<file path="src/rtl/stream_arb_pkg.sv">
// Shared types for the stream arbiter: FSM states, output buffer depth and the
// default {last, data} buffer entry layout.
package stream_arb_pkg;

  typedef enum logic {
    ST_IDLE  = 1'b0,
    ST_GRANT = 1'b1
  } arb_state_t;

  localparam int FIFO_DEPTH         = 2;
  localparam int DATA_WIDTH_DEFAULT = 128;

  typedef struct packed {
    logic                          last;
    logic [DATA_WIDTH_DEFAULT-1:0] data;
  } arb_entry_t;

endpackage

</file>
<file path="src/rtl/stream_skid_fifo.sv">
// Two-entry output buffer. The head register drives the stream directly, so a
// beat pushed into an empty buffer is visible on the very next cycle.
module stream_skid_fifo
  import stream_arb_pkg::*;
#(
  parameter type entry_t = arb_entry_t
) (
  input  logic       clk,
  input  logic       reset,
  input  logic       i_push,
  input  entry_t     i_din,
  input  logic       i_ready,
  output entry_t     o_head,
  output logic       o_valid,
  output logic [1:0] o_count
);

  entry_t     r_head;
  entry_t     r_tail;
  logic [1:0] r_count;
  logic       w_pop;

  assign w_pop = (r_count != 2'd0) && i_ready;

  // Head only moves on a push into an empty buffer or on a pop, keeping data stable while stalled
  always_ff @(posedge clk or posedge reset) begin
    if (reset) begin
      r_head  <= '0;
      r_tail  <= '0;
      r_count <= 2'd0;
    end else begin
      case (r_count)
        2'd0: begin
          if (i_push) begin
            r_head  <= i_din;
            r_count <= 2'd1;
          end
        end
        2'd1: begin
          if (i_push && w_pop) begin
            r_head <= i_din;
          end else if (i_push) begin
            r_tail  <= i_din;
            r_count <= 2'd2;
          end else if (w_pop) begin
            r_count <= 2'd0;
          end
        end
        2'd2: begin
          if (w_pop) begin
            r_head <= r_tail;
            if (i_push) begin
              r_tail <= i_din;
            end else begin
              r_count <= 2'd1;
            end
          end
        end
        default: r_count <= 2'd0;
      endcase
    end
  end

  assign o_head  = r_head;
  assign o_valid = (r_count != 2'd0);
  assign o_count = r_count;

endmodule

</file>
<file path="src/rtl/stream_arbiter.sv">
// Round-robin arbiter with burst lock feeding one AXI-Stream master through a
// 2-entry buffer. Optional counters: STREAM_ARB_PKT_CNT_EN.
module stream_arbiter
  import stream_arb_pkg::*;
#(
  parameter int NUM_SRC    = 5,
  parameter int DATA_WIDTH = DATA_WIDTH_DEFAULT,
  parameter int PTR_WIDTH  = $clog2(NUM_SRC)
) (
  input  logic                          clk,
  input  logic                          reset,
  input  logic [NUM_SRC-1:0]            src_valid,
  input  logic [NUM_SRC-1:0]            src_in_progress,
  input  logic [NUM_SRC-1:0]            src_last,
  input  logic [NUM_SRC*DATA_WIDTH-1:0] src_data,
  output logic [NUM_SRC-1:0]            src_ready,
  output logic [DATA_WIDTH-1:0]         m_axis_tdata,
  output logic                          m_axis_tvalid,
  output logic                          m_axis_tlast,
  input  logic                          m_axis_tready
`ifdef STREAM_ARB_PKT_CNT_EN
  ,
  output logic [31:0]                   pkt_count,
  output logic [15:0]                   drop_count
`endif
);

  typedef struct packed {
    logic                  last;
    logic [DATA_WIDTH-1:0] data;
  } entry_t;

  localparam logic [1:0] CNT_FULL = 2'(FIFO_DEPTH);

  arb_state_t           r_state, w_state_nxt;
  logic [PTR_WIDTH-1:0] r_grant, w_grant_nxt;
  logic [PTR_WIDTH-1:0] r_rr_ptr, w_rr_ptr_nxt;
  logic [PTR_WIDTH-1:0] w_lock_idx, w_rr_idx, w_grant_inc;
  logic                 w_lock_hit, w_rr_hit, w_xfer, w_abandon, w_fifo_valid;
  logic [1:0]           w_count;
  entry_t               w_din, w_head;

  function automatic logic [PTR_WIDTH-1:0] wrap_add(input logic [PTR_WIDTH-1:0] base, input int off);
    int s;
    s = int'(base) + off;
    if (s >= NUM_SRC) s = s - NUM_SRC;
    return PTR_WIDTH'(s);
  endfunction

  // Lock candidate: lowest-index source with a burst in progress
  always_comb begin
    w_lock_idx = '0;
    for (int i = NUM_SRC - 1; i >= 0; i--) begin
      w_lock_idx = src_in_progress[i] ? PTR_WIDTH'(i) : w_lock_idx;
    end
    w_lock_hit = |src_in_progress;
  end

  // Round-robin candidate: first valid source at or after the pointer, wrapping
  always_comb begin
    w_rr_idx = '0;
    for (int k = NUM_SRC - 1; k >= 0; k--) begin
      w_rr_idx = src_valid[wrap_add(r_rr_ptr, k)] ? wrap_add(r_rr_ptr, k) : w_rr_idx;
    end
    w_rr_hit = |src_valid;
  end

  // Ready decodes registers only, so no combinational path from valid or tready
  always_comb begin
    src_ready = '0;
    for (int i = 0; i < NUM_SRC; i++) begin
      src_ready[i] = (r_state == ST_GRANT) && (r_grant == PTR_WIDTH'(i)) && (w_count != CNT_FULL);
    end
  end

  assign w_xfer      = src_valid[r_grant] && src_ready[r_grant];
  assign w_abandon   = (r_state == ST_GRANT) && !w_xfer && !src_valid[r_grant] && !src_in_progress[r_grant];
  assign w_grant_inc = wrap_add(r_grant, 1);

  // Next-state: arbitrate in IDLE, hold the grant until last beat or abandon
  always_comb begin
    w_state_nxt  = r_state;
    w_grant_nxt  = r_grant;
    w_rr_ptr_nxt = r_rr_ptr;
    case (r_state)
      ST_IDLE: begin
        if (w_lock_hit) begin
          w_state_nxt = ST_GRANT;
          w_grant_nxt = w_lock_idx;
        end else if (w_rr_hit) begin
          w_state_nxt = ST_GRANT;
          w_grant_nxt = w_rr_idx;
        end else begin
          w_state_nxt = ST_IDLE;
        end
      end
      ST_GRANT: begin
        if ((w_xfer && src_last[r_grant]) || w_abandon) begin
          w_state_nxt  = ST_IDLE;
          w_rr_ptr_nxt = w_grant_inc;
        end else begin
          w_state_nxt = ST_GRANT;
        end
      end
      default: w_state_nxt = ST_IDLE;
    endcase
  end

  // FSM, grant and round-robin pointer registers
  always_ff @(posedge clk or posedge reset) begin
    if (reset) begin
      r_state  <= ST_IDLE;
      r_grant  <= '0;
      r_rr_ptr <= '0;
    end else begin
      r_state  <= w_state_nxt;
      r_grant  <= w_grant_nxt;
      r_rr_ptr <= w_rr_ptr_nxt;
    end
  end

  assign w_din.last = src_last[r_grant];
  assign w_din.data = src_data[r_grant*DATA_WIDTH +: DATA_WIDTH];

  stream_skid_fifo #(
    .entry_t (entry_t)
  ) u_fifo (
    .clk     (clk),
    .reset   (reset),
    .i_push  (w_xfer),
    .i_din   (w_din),
    .i_ready (m_axis_tready),
    .o_head  (w_head),
    .o_valid (w_fifo_valid),
    .o_count (w_count)
  );

  assign m_axis_tdata  = w_head.data;
  assign m_axis_tlast  = w_head.last;
  assign m_axis_tvalid = w_fifo_valid;

`ifdef STREAM_ARB_PKT_CNT_EN
  logic [31:0] r_pkt_count;
  logic [15:0] r_drop_count;

  // Packets counted on the popped tlast beat; drops saturate
  always_ff @(posedge clk or posedge reset) begin
    if (reset) begin
      r_pkt_count  <= 32'd0;
      r_drop_count <= 16'd0;
    end else begin
      if (m_axis_tvalid && m_axis_tready && m_axis_tlast) r_pkt_count <= r_pkt_count + 32'd1;
      if (w_abandon && (r_drop_count != 16'hFFFF)) r_drop_count <= r_drop_count + 16'd1;
    end
  end

  assign pkt_count  = r_pkt_count;
  assign drop_count = r_drop_count;
`endif

endmodule

</file>
<file path="config.mk">
export PLATFORM = sky130hd
export DESIGN_NAME = stream_arbiter
export DESIGN_NICKNAME = d
export VERILOG_FILES = /design/src/rtl/stream_arb_pkg.sv /design/src/rtl/stream_skid_fifo.sv /design/src/rtl/stream_arbiter.sv
export SDC_FILE = /design/constraint.sdc
export NUM_CORES = 1
export LEC_CHECK = 0
export ABC_AREA = 1
export BUFFER_PORTS_ARGS = -buffer_cell sky130_fd_sc_hd__buf_2
export CAP_MARGIN = 20
export CORE_AREA = 2 2 309 311
export CTS_BUF_LIST = sky130_fd_sc_hd__clkbuf_2 sky130_fd_sc_hd__clkbuf_4 sky130_fd_sc_hd__clkbuf_8
export CTS_CLUSTER_DIAMETER = 100
export DETAILED_ROUTE_END_ITERATION = 7
export DIE_AREA = 0 0 311 313
export PLACE_DENSITY = 0.48
export SYNTH_ARGS = -nofsm -noshare
export SYNTH_HDL_FRONTEND = slang
export SYNTH_SLANG_ARGS = --single-unit
</file>
<file path="constraint.sdc">
create_clock -name clk -period 16.7 [get_ports clk]
set_clock_uncertainty 0.1 [all_clocks]
set_input_delay 1.67 -clock clk [delete_from_list [all_inputs] [get_ports clk]]
set_output_delay 1.67 -clock clk [all_outputs]
set_load 0.1 [all_outputs]
</file>
==> results by group <==
CTS
  • H-tree levels: 2
  • Clock root cell: clkbuf_8
  • Setup bufs post-CTS: 0
  • Worst skew pair latency: roughly 0.60 ns
  • # clock sinks: approximately 270
  • Clock slew at reported path FFs: 0.06 ns
  • CTS tree: done
  • CTS Buffer Depth: 3
  • Hold_buf cts: 0
  • Total CTS buffers: 51
  • Cts repair resizes: 0

Final layout
  • Commonest non-fill, non-tap cell in the layout: buf_2
  • Most frequent cells in the layout: 792 x buf_2, 473 x o21ai_0, 403 x nor2_1
  • Area Overhead vs Synth: 35.34%
  • Final-layout fill cell count: around 11k
  • Final Util: ~25%
  • Layout cells sized above 1: roughly 30%
  • Layout Cells excl Fill: around 4.4k
  • Final nets: between 3k and 4k

Logic synthesis
  • Syn nets: 3,105
  • Async S/R FF share, synth: 100.0%
  • Ys Warns: 0
  • Synthesized flop and latch total: ~270
  • Most used DFF post-synth: dfrtp_1
  • Post-synthesis cell type count: 39
  • Post-Syn Area: about 17,000 um^2
  • Register area share after synthesis: ~40%
  • Post-Syn Instances: between 2k and 2.5k
  • Syn_area_per_cell: approximately 7.0 um^2
  • Post-synth EDFFs: 0

Drt
  • Vias per inst: approximately 4.5
  • Avg WL per Cell: 17.49 um
  • 1st-iter DRT viols: ~1.3k
  • # DRC: 0
  • Final ANT Viol Nets: 0
  • Pre-antenna DRT Iters: 6
  • Routed wire length: around 77,000 um
  • Via count: about 20k

STA
  • Post-Route Setup TNS: 0 ns
  • Final worst path period share: ~30%
  • Slew @ Worst Pin: slightly above 1 ns
  • Final min period: a little under 5 ns
  • Final Setup Violations: 0
  • RSZ-0062 raised after global routing: false
  • Final hold viol count: 0
  • Slew margin rel.: 32.25%
  • Slew Limit Fails: 0
  • Max Fclk: 0.2020 GHz

Placed design
  • IO Port Bufs: 792
  • GPL Wtd Cong: about 0.91
  • # placed instances: between 4k and 5k
  • DPL Wire Length: slightly below 60,000 um

Status
  • Status: finished clean

Critical path
  • Startpoint Class: flop
  • Worst path slowest cell: buf_4
  • Worst path cell trace: inv_6 -> buf_4 -> nand2_1 -> nor3_2 -> buf_2
  • Max FO, Critical Path: 84
  • CP required: between 10 and 15 ns
  • CP delay by family, top: buffers and inverters
  • CP peak stage delay: approximately 0.68 ns
  • Crit Path Class: reg2out
  • Crit path DAT: 3.18 ns
  • WP buf/inv: 3
  • CP Capture Type: primary output

Pwr
  • VDD IR max: about 0.12 mV
  • Static Leak: approximately 11 nW
  • Power Density: about 250 nW/um^2
  • Pwr Total: between 5 and 6 mW

Global routing
  • GRT Util Overall: ~15%
  • Vias in the first global route: 19.00k
  • Largest net degree at the start of global routing: ~110
  • Grt total ovfl: 0
  • Initial antenna violation count: 13
  • First-pass GRT wire length: about 120,000 um

Floorplan
  • Die Y: roughly 310 um
  • Die area: around 100,000 um^2
  • Die width: 311 um
  • Starting Density: 18.11%
  • Core region area: between 90,000 and 100,000 um^2
  • Row count: approximately 110
  • # IOs: ~790

Job
  • Max Cap Viol: 0

Min path
  • Worst Hold Class: reg2reg
-- synth_stat cells (2+ instances only) --
cell type,number,area (um^2)
xnor2_1,2,17.52
xor2_1,3,26.28
buf_2,40,200.2
a21oi_1,139,695.7
o21ai_0,473,2367
o21bai_1,3,22.52
o22ai_1,130,813.3
inv_1,169,634.4
inv_2,7,26.28
o21ai_1,71,355.3
nand2_1,349,1310
nor3_2,2,20.02
a22o_1,129,1130
dfrtp_1,267,6681
clkbuf_1,139,521.8
nor3_1,3,15.01
o21a_1,2,15.01
ha_1,16,200.2
buf_4,8,60.06
nand4_1,3,18.77
buf_1,13,48.80
nand3_1,41,205.2
nor2_2,2,12.51
nor2_1,404,1516
-- routing by layer --
layer / global-route usage, % / vias up / routed length (um)
met5: 0 / - / 55
met1: 20.17 / 9160 / 34090
met2: 23.75 / 691 / 35380
li1: - / 9632 / -
met3: 3.209 / 143 / 4874
met4: 5.830 / 8 / 2705
-- per-stage QoR --
| stage | hold slack [ns] | instance area [um^2] | setup WS (ns) |
|---|---|---|---|
| floorplan | 0.3862 | 17050 | 7.576 |
| global placement | 0.3997 | 22020 | 11.85 |
| detailed placement | 0.4042 | 22030 | 11.75 |
| CTS | 0.4179 | 23060 | 11.61 |
| global route | 0.4446 | 23080 | 11.28 |
| finish | 0.4141 | 23080 | 11.75 |
-- cell families (layout without fill, tap and decap cells) --
| kind of cell | after synthesis | after routing | synth area share, % |
|---|---|---|---|
| adder cells (fa/ha/maj) | 17 | 17 | 1.291 |
| other | 0 | 8 | 0 |
| AND/OR/NAND/NOR | 807 | 807 | 18.32 |
| buffers and inverters | 378 | 1084 | 8.834 |
| XOR/XNOR | 5 | 5 | 0.2569 |
| flip-flops | 267 | 267 | 39.18 |
| AO/OA/AOI/OAI | 956 | 956 | 32.12 |
-- worst paths after layout --
kind	end	startpoint	cells after the start	slack, ns
worst max-delay path	src_ready[0]	r_grant[2]	5	11.75
worst min-delay path	u_fifo.r_tail[108]	u_fifo.r_tail[108]	2	0.41
worst max register to register	u_fifo.o_head[54]	r_grant[2]	14	11.80
worst min register to register	u_fifo.r_tail[108]	u_fifo.r_tail[108]	2	0.41
max in group asynchronous	u_fifo.r_tail[125]	reset	4	13.34
min in group asynchronous	u_fifo.o_head[32]	reset	2	1.12
-- state kept, by name, indices dropped and copies added (netlist names) --
| signal | cells |
|---|---|
| u_fifo.o_head | 129 |
| u_fifo.r_tail | 129 |
| r_grant | 3 |
| r_rr_ptr | 3 |
| u_fifo.o_count | 2 |
| r_state | 1 |
-- power by group --
part	leakage, nW	total (mW)	internal (mW)	switching, mW
Combinational	7.26	3.92	0.968	2.95
Clock	0.556	0.672	0.378	0.294
Sequential	3.07	1.16	0.991	0.172
-- final cells by class --
class | instances | area [um^2] | area share [%]
well taps | 1265 | 1583 | 6.858
clock inverters | 8 | 67.56 | 0.2928
inverters | 177 | 686.9 | 2.976
flip-flops and latches | 267 | 6689 | 28.98
multi-input cells | 1785 | 8890 | 38.52
diodes | 8 | 20.02 | 0.08674
repair buffers | 819 | 4179 | 18.11
clock buffers | 80 | 963.4 | 4.175
-- tightest hold or removal path: stages (launching register included) --
cell and delay (ns):
dfrtp_1 0.32, inv_1 0.05, o21ai_1 0.11
(Power assumes the default switching activity.)
